--- config.mk ---
export PLATFORM = sky130hd
export DESIGN_NAME = serial_deframer_flat
export DESIGN_NICKNAME = d
export VERILOG_FILES = /design/src/rtl/serial_deframer_if.sv /design/src/rtl/serial_deframer.sv /design/src/flat_wrapper.sv
export SDC_FILE = /design/constraint.sdc
export NUM_CORES = 1
export LEC_CHECK = 0
export ABC_CLOCK_PERIOD_IN_PS = 3600
export CAP_MARGIN = 30
export CORE_ASPECT_RATIO = 1.1
export CORE_UTILIZATION = 55
export DETAILED_ROUTE_END_ITERATION = 8
export PLACE_DENSITY_LB_ADDON = 0.1
export SYNTH_ARGS = -nofsm -noshare
export SYNTH_HDL_FRONTEND = slang
export SYNTH_SLANG_ARGS = --single-unit
export TNS_END_PERCENT = 5
--- constraint.sdc ---
create_clock -name clk -period 3.6 [get_ports clk]
set_input_delay 0.72 -clock clk [delete_from_list [all_inputs] [get_ports clk]]
set_output_delay 0.72 -clock clk [all_outputs]
set_load 0.03 [all_outputs]
--- src/rtl/serial_deframer_if.sv ---
`default_nettype none
// serial_deframer_if: serial line and consumer handshake into the deframer,
// received word and one-cycle error pulses out of it.
interface serial_deframer_if #(
  parameter int N = 7
);
  logic       in;
  logic       ready;
  logic [N:0] out;
  logic       valid;
  logic       busy;
  logic       parity_err;
  logic       frame_err;
  logic       overrun;

  modport master (
    output in, ready,
    input  out, valid, busy, parity_err, frame_err, overrun
  );

  modport slave (
    input  in, ready,
    output out, valid, busy, parity_err, frame_err, overrun
  );
endinterface
`default_nettype wire

--- src/rtl/serial_deframer.sv ---
`default_nettype none
// serial_deframer: LSB-first start/data/even-parity/stop receiver with a
// one-word holding register and registered one-cycle error pulses.
module serial_deframer #(
  parameter int N = 7
) (
  input wire               clk,
  input wire               reset,
  serial_deframer_if.slave bus
);

  localparam int CW = (N > 0) ? $clog2(N + 1) : 1;
  localparam logic [CW-1:0] LAST = CW'(N);

  typedef enum logic [1:0] {
    IDLE   = 2'd0,
    DATA   = 2'd1,
    PARITY = 2'd2,
    STOP   = 2'd3
  } state_t;

  state_t        state_q;
  logic [CW-1:0] count_q;
  logic [N:0]    shift_q;
  logic          parity_q;
  logic [N:0]    out_q;
  logic          valid_q;
  logic          busy_q;
  logic          perr_q;
  logic          ferr_q;
  logic          ovr_q;

  always_ff @(posedge clk or negedge reset) begin
    if (!reset) begin
      state_q  <= IDLE;
      count_q  <= '0;
      shift_q  <= '0;
      parity_q <= 1'b0;
      out_q    <= '0;
      valid_q  <= 1'b0;
      busy_q   <= 1'b0;
      perr_q   <= 1'b0;
      ferr_q   <= 1'b0;
      ovr_q    <= 1'b0;
    end else begin
      perr_q <= 1'b0;
      ferr_q <= 1'b0;
      ovr_q  <= 1'b0;
      // A load at the stop edge below overrides this consume-clear.
      if (valid_q && bus.ready) valid_q <= 1'b0;

      case (state_q)
        IDLE: begin
          if (!bus.in) begin
            state_q <= DATA;
            busy_q  <= 1'b1;
            count_q <= '0;
          end
        end
        DATA: begin
          shift_q[count_q] <= bus.in;
          if (count_q == LAST) state_q <= PARITY;
          else                 count_q <= count_q + 1'b1;
        end
        PARITY: begin
          parity_q <= bus.in;
          state_q  <= STOP;
        end
        STOP: begin
          state_q <= IDLE;
          busy_q  <= 1'b0;
          if (!bus.in)                     ferr_q <= 1'b1;
          else if (^{shift_q, parity_q})   perr_q <= 1'b1;
          else if (valid_q && !bus.ready)  ovr_q  <= 1'b1;
          else begin
            out_q   <= shift_q;
            valid_q <= 1'b1;
          end
        end
        default: begin
          state_q <= IDLE;
          busy_q  <= 1'b0;
        end
      endcase
    end
  end

  assign bus.out        = out_q;
  assign bus.valid      = valid_q;
  assign bus.busy       = busy_q;
  assign bus.parity_err = perr_q;
  assign bus.frame_err  = ferr_q;
  assign bus.overrun    = ovr_q;

endmodule
`default_nettype wire

--- src/flat_wrapper.sv ---
// flat-port wrapper written by rule: the top's interface ports become plain ports
module serial_deframer_flat 
#(
  parameter int N = 7
)
  (clk, reset, bus_in, bus_ready, bus_out, bus_valid, bus_busy, bus_parity_err, bus_frame_err, bus_overrun);
  serial_deframer_if #(.N(N)) bus_i ();
  input wire clk;
  input wire reset;
  input wire logic [$bits(bus_i.in)-1:0] bus_in;
  input wire logic [$bits(bus_i.ready)-1:0] bus_ready;
  output wire logic [$bits(bus_i.out)-1:0] bus_out;
  output wire logic [$bits(bus_i.valid)-1:0] bus_valid;
  output wire logic [$bits(bus_i.busy)-1:0] bus_busy;
  output wire logic [$bits(bus_i.parity_err)-1:0] bus_parity_err;
  output wire logic [$bits(bus_i.frame_err)-1:0] bus_frame_err;
  output wire logic [$bits(bus_i.overrun)-1:0] bus_overrun;
  assign bus_i.in = bus_in;
  assign bus_i.ready = bus_ready;
  assign bus_out = bus_i.out;
  assign bus_valid = bus_i.valid;
  assign bus_busy = bus_i.busy;
  assign bus_parity_err = bus_i.parity_err;
  assign bus_frame_err = bus_i.frame_err;
  assign bus_overrun = bus_i.overrun;
  serial_deframer #(.N(N)) u_core (.clk(clk), .reset(reset), .bus(bus_i));
endmodule
# [Word-level counts from Yosys, hierarchy flattened]
# Cells that the tools add are included.
[word_totals] reg_bits=27 input_bits=4 out_inout_bits=13 elab_cells=59
[op_classes] addsub=1 magnitude_cmp=2 n_eq_ne=7 mux=25 bitwise=2 n_reduce_logical=12
[op_table] cell="1-bit 2-to-1 mux" n=16
[op_table] cell="9-bit parity" n=1
[op_table] cell="8-bit bitwise mux" n=1
[op_table] cell="2-bit one-hot mux with 4 select lines" n=1
[op_table] cell="3-bit 2-to-1 mux" n=2
[op_table] cell="3-bit one-hot mux with 2 select lines" n=1
[op_table] cell="2-bit equality test, second input constant" n=2
[op_table] cell="3-bit by 4-bit < comparator with 1-bit output, second input constant" n=1
[op_table] cell="2-bit 2-to-1 mux" n=2
[op_table] cell="2-bit inequality test, second input constant" n=2
[op_table] cell="2-bit AND reduction" n=2
[op_table] cell="4-bit AND reduction" n=1
[op_table] cell="2-bit nonzero test" n=2
[op_table] cell="3-bit by 1-bit adder with 3-bit output, second input constant" n=1
[op_table] cell="1-bit demux with 3-bit select" n=1
[op_table] cell="3-bit equality test, second input constant" n=1
[op_table] cell="3-bit by 1-bit >= comparator with 1-bit output, second input constant" n=1
[op_table] cell="1-bit logical AND" n=3
[op_table] cell="3-bit AND reduction" n=1
[op_table] cell="2-bit by 1-bit equality test with 1-bit output, second input constant" n=1
[op_table] cell="2-bit logical NOT" n=1
[op_table] cell="2-bit by 1-bit inequality test with 1-bit output, second input constant" n=1
[op_table] cell="1-bit NOT" n=2
[op_table] cell="1-bit one-hot mux with 2 select lines" n=1
[op_table] cell="1-bit logical NOT" n=1

# [Longest topological paths before layout]
[depth] depth_word=6 depth_mapped=7 mapped_depth_nobuf=6

# [Least setup slack after synthesis]
# No wires, ideal clock.
[synth_path] path_kind="register to register" start="reg u_core.shift_q[1]" end="reg u_core.out_q[0] (netlist: u_core.bus.out[0])" setup_ps=125 t_arrival_ps=1655 required_ps=3475 setup_slack_ps=1820 stages_incl_launch_ff=5 path_buffers=0 synth_period_minus_slack_ps=1780 cell_sequence="dfrtp_1 -> xor2_1 -> xnor3_2 -> mux2i_4 -> mux2_2"
[synth_between] elab_chain_len=3
[synth_rtl] element="from (decl)" line_no="serial_deframer.sv:24" rtl="logic [N:0] shift_q;"
[synth_rtl] element="from (signal, indexed assignment)" line_no="serial_deframer.sv:61" rtl="shift_q[count_q] <= bus.in;"
[synth_rtl] element="9-bit parity" line_no="serial_deframer.sv:73" rtl="else if (^{shift_q, parity_q}) perr_q <= 1'b1;"
[synth_rtl] element="1-bit NOT (no line)"
[synth_rtl] element="4-bit AND reduction (no line)"
[synth_rtl] element="to (signal assigned)" line_no="serial_deframer.sv:76" rtl="out_q <= shift_q;"
[synth_rtl] element="to (decl)" line_no="serial_deframer.sv:26" rtl="logic [N:0] out_q;"
# Every way passes these cells.
# A chain may end at the register's enable or synchronous reset.

# [Worst setup path after layout]
[layout_path] start="in bus_in" end="reg u_core.out_q[5] (netlist: u_core.bus.out[5])"
[layout_between] elab_chain_len=1
[layout_rtl] element="from (decl)" line_no="flat_wrapper.sv:10" rtl="input wire logic [$bits(bus_i.in)-1:0] bus_in;"
[layout_rtl] element="4-bit AND reduction (no line)"
# Every way passes these cells.

==> run_results.csv <==
group,metric,value,unit
yosys,synth.avg_cell_area,11.8,µm²
placed_design,place.gp.congestion,0.749,
sta,period_share,0.657,
grt,grt_pass1_vias,868,
route,drt_iter0_drc,11,
sta,setup_tns,0,ns
hold_path,hp-class,"reg2reg",
cells_and_area,multi_input_area,647,µm²
sta,slew_headroom,0.668,
grt,antenna_found_initial,0,
floorplanning,ios,17,
floorplanning,coreArea,2300,µm²
placed_design,dp_hpwl,1660,µm
worst_setup_path,crit_start,"bus_in",
route,antenna_left,0,
grt,track_usage,0.202,
clock_tree,clockBufferDepth,2,
placed_design,dpl_worst_slack,0.906,ns
sta,maxSlewViolCount,0,
cells_and_area,nets,142,
route,routed_wl,2160,µm
sta,setup_viol,0,
yosys,synthAdderAreaFrac,0.0644,
status,status,"finished, final reports clean",
worst_setup_path,r2r_setup_slack,1.64,ns
sta,setup_slack,1.23,ns
cells_and_area,num_antenna_cells,0,
clock_tree,htree_num_levels,1,
yosys,synth_nets,126,
cells_and_area,regArea,676,µm²
floorplanning,die_x,49.4,µm
cells_and_area,n_fill_cell,187,
yosys,yosys.area_share.simple,0.139,
floorplanning,die_area,2680,µm²
route,vias_per_cell,5.58,
placed_design,port_buffers,16,
worst_setup_path,crit_type,"in2reg",
route,drc_errors,0,
sta,hold_ws,0.520,ns
route,num_vias,893,
worst_setup_path,endpoint_kind,"flip-flop",
yosys,synth_cells,115,
power_and_ir_drop,ir_drop,624,µV
yosys,ys_ff_latch,27,
worst_setup_path,critPathArrivalTime,2.58,ns
clock_tree,clk_latency,0.31,ns
yosys,yosys_warnings,0,
yosys,synth-xor-area-share,0.0598,
clock_tree,numCtsBuffers,3,
job,drv_cap,0,
route,avgRoutedWirePerCell,13.5,µm
sta,max_freq,423,MHz
floorplanning,core.rowCount,18,
placed_design,place_area,1540,µm²
yosys,synth_top_family_by_area,"simple AND/OR/NAND/NOR gates",
hold_path,hold_depth,1,
clock_tree,clock_sinks,27,
worst_setup_path,cp-start-kind,"primary input",
clock_tree,cts.reportedPaths.clkPinSlew,0.14,ns
floorplanning,start_util,0.592,
yosys,netlist_area,1360,µm²
cells_and_area,drive_gt1_frac,0.169,
hold_path,holdCritStartpoint,"u_core.bus.out[4]",
clock_tree,post_cts_buffers,0,
cells_and_area,final_area,1570,µm²
worst_setup_path,reg2reg_to,"u_core.state_q[1]",
power_and_ir_drop,powerDensity,1040,nW/µm²
yosys,synthMuxAreaShare,0.132,
cells_and_area,syn_to_final_growth,15.5,%
route,dr.pass1.iters,4,
worst_setup_path,worstReg2RegStart,"u_core.state_q[1]",
power_and_ir_drop,p_leak,0.681,nW
sta,rsz0062_at_grt,"false",
worst_setup_path,critPathRequiredTime,3.81,ns
clock_tree,cts_tree,"yes",
yosys,ys_seq_area_frac,0.497,
sta,min_period,2.37,ns
sta,worst_pin_slew,0.497,ns
sta,report.final.hold_viol_count,0,
hold_path,hold-path-endpoint,"u_core.bus.out[4]",
clock_tree,post_cts_resized,0,
grt,grt_pass1_wl,3980,µm
yosys,synth-compound-area-share,0.0800,
grt,grt_max_degree,28,
floorplanning,die_y,54.2,µm
clock_tree,hold_buffers,0,
worst_setup_path,path_max_fanout,16,
worst_setup_path,reg2reg_depth,5,
grt,grt-ovfl-total,0,
yosys,synthDistinctLibCells,27,
sta,clock_skew,0.00452,ns
clock_tree,root_buffer,"clkbuf_4",
[critical path, stage by stage]
cell and delay, ns:
clkdlybuf4s50_1 0.78, nand2_1 0.20, nor3b_1 0.37, mux2i_4 0.19
mux2_2 0.31
[state kept, by name, summed over array words and instances, names as in the netlist]
register               flops
u_core.bus.out             8
u_core.shift_q             8
u_core.count_q             3
u_core.state_q             2
u_core.bus.busy            1
u_core.bus.frame_err       1
u_core.bus.overrun         1
u_core.bus.parity_err      1
u_core.bus.valid           1
u_core.parity_q            1
[cells by family after synthesis]
group | count (synthesis)
xor gates and xnor gates | 6
AOI/OAI and AO/OA | 19
and+or+nand+nor | 31
adders and majority gates | 7
buffers and inverters | 10
DFF | 27
muxes | 15
[synth_stat cells]
master / n / area [µm²]
mux2i_4: 1 / 22.5
xnor2_1: 2 / 17.5
nor3_1: 3 / 15.0
and2b_1: 1 / 7.51
xnor3_2: 1 / 23.8
clkbuf_1: 6 / 22.5
nor2b_1: 1 / 6.26
nand2b_1: 2 / 12.5
a211oi_1: 1 / 7.51
xnor3_1: 1 / 22.5
nor3b_1: 7 / 52.6
nor2_1: 1 / 3.75
inv_1: 4 / 15.0
nand2_1: 6 / 22.5
nand3_1: 4 / 20.0
nand4b_1: 3 / 26.3
o21ai_0: 8 / 40.0
dfrtp_1: 27 / 676
nor3_2: 1 / 10.0
o2bb2ai_1: 1 / 8.76
ha_1: 7 / 87.6
o221ai_1: 2 / 17.5
nand4_1: 1 / 6.26
and3_1: 1 / 6.26
xor2_1: 2 / 17.5
mux2_2: 14 / 158
a21oi_1: 7 / 35.0
[stage by stage]
stage / utilization / std cells / power, mW
floorplan: - / 115 / 1.28
global placement: 0.672 / 156 / 1.49
detailed placement: 0.672 / 156 / 1.53
CTS: 0.684 / 160 / 1.65
global route: 0.684 / 160 / 1.77
finish: 0.684 / 160 / 1.64
[how the worst max path moves through the flow]
stage / endpoint / slack, ns / cells after the start
floorplan: u_core.bus.out[0] / 1.82 / 4
global route: u_core.bus.out[3] / 1.12 / 5
detailed placement: u_core.bus.out[5] / 0.91 / 5
CTS: u_core.bus.out[5] / 1.24 / 5
global placement: u_core.bus.out[5] / 0.92 / 5
finish: u_core.bus.out[5] / 1.23 / 5
[power by group]
| group | total [mW] | internal, mW | leakage, nW | switching, mW |
|---|---|---|---|---|
| combinational | 0.941 | 0.486 | 0.335 | 0.455 |
| clock | 0.126 | 0.0415 | 0.0177 | 0.0845 |
| sequential | 0.569 | 0.442 | 0.328 | 0.127 |
[layout make-up]
class,count,area share
multi-input combinational,78,0.412
tap,30,0.0239
clock inverter,1,0.00319
sequential,27,0.430
clock buffer,3,0.0143
timing repair buffer,17,0.107
inverter,4,0.00956
[routing by layer]
layer / vias up / part of all wire / GRT usage / wire length, µm
met5: - / 0 / 0 / 0
met4: 0 / 0.0046 / 0.0714 / 10
met3: 2 / 0.022 / 0.0254 / 47
met2: 11 / 0.50 / 0.356 / 1070
met1: 437 / 0.48 / 0.260 / 1030
li1: 443 / - / - / -
[layout by cell type (no fill, tap or decap), types with 2 or more instances in the layout]
| cell | Yosys | routed |
|---|---|---|
| nand4b_1 | 3 | 3 |
| o21ai_0 | 8 | 8 |
| ha_1 | 7 | 7 |
| nand3_1 | 4 | 4 |
| xnor2_1 | 2 | 2 |
| xor2_1 | 2 | 2 |
| inv_1 | 4 | 4 |
| nand2_1 | 6 | 6 |
| clkdlybuf4s50_1 | 0 | 16 |
| dfrtp_1 | 27 | 27 |
| nor3_1 | 3 | 3 |
| clkbuf_4 | 0 | 3 |
| a21oi_1 | 7 | 7 |
| nor3b_1 | 7 | 7 |
| mux2_2 | 14 | 14 |
| nand2b_1 | 2 | 2 |
| o221ai_1 | 2 | 2 |
(Power assumes the default switching activity.)
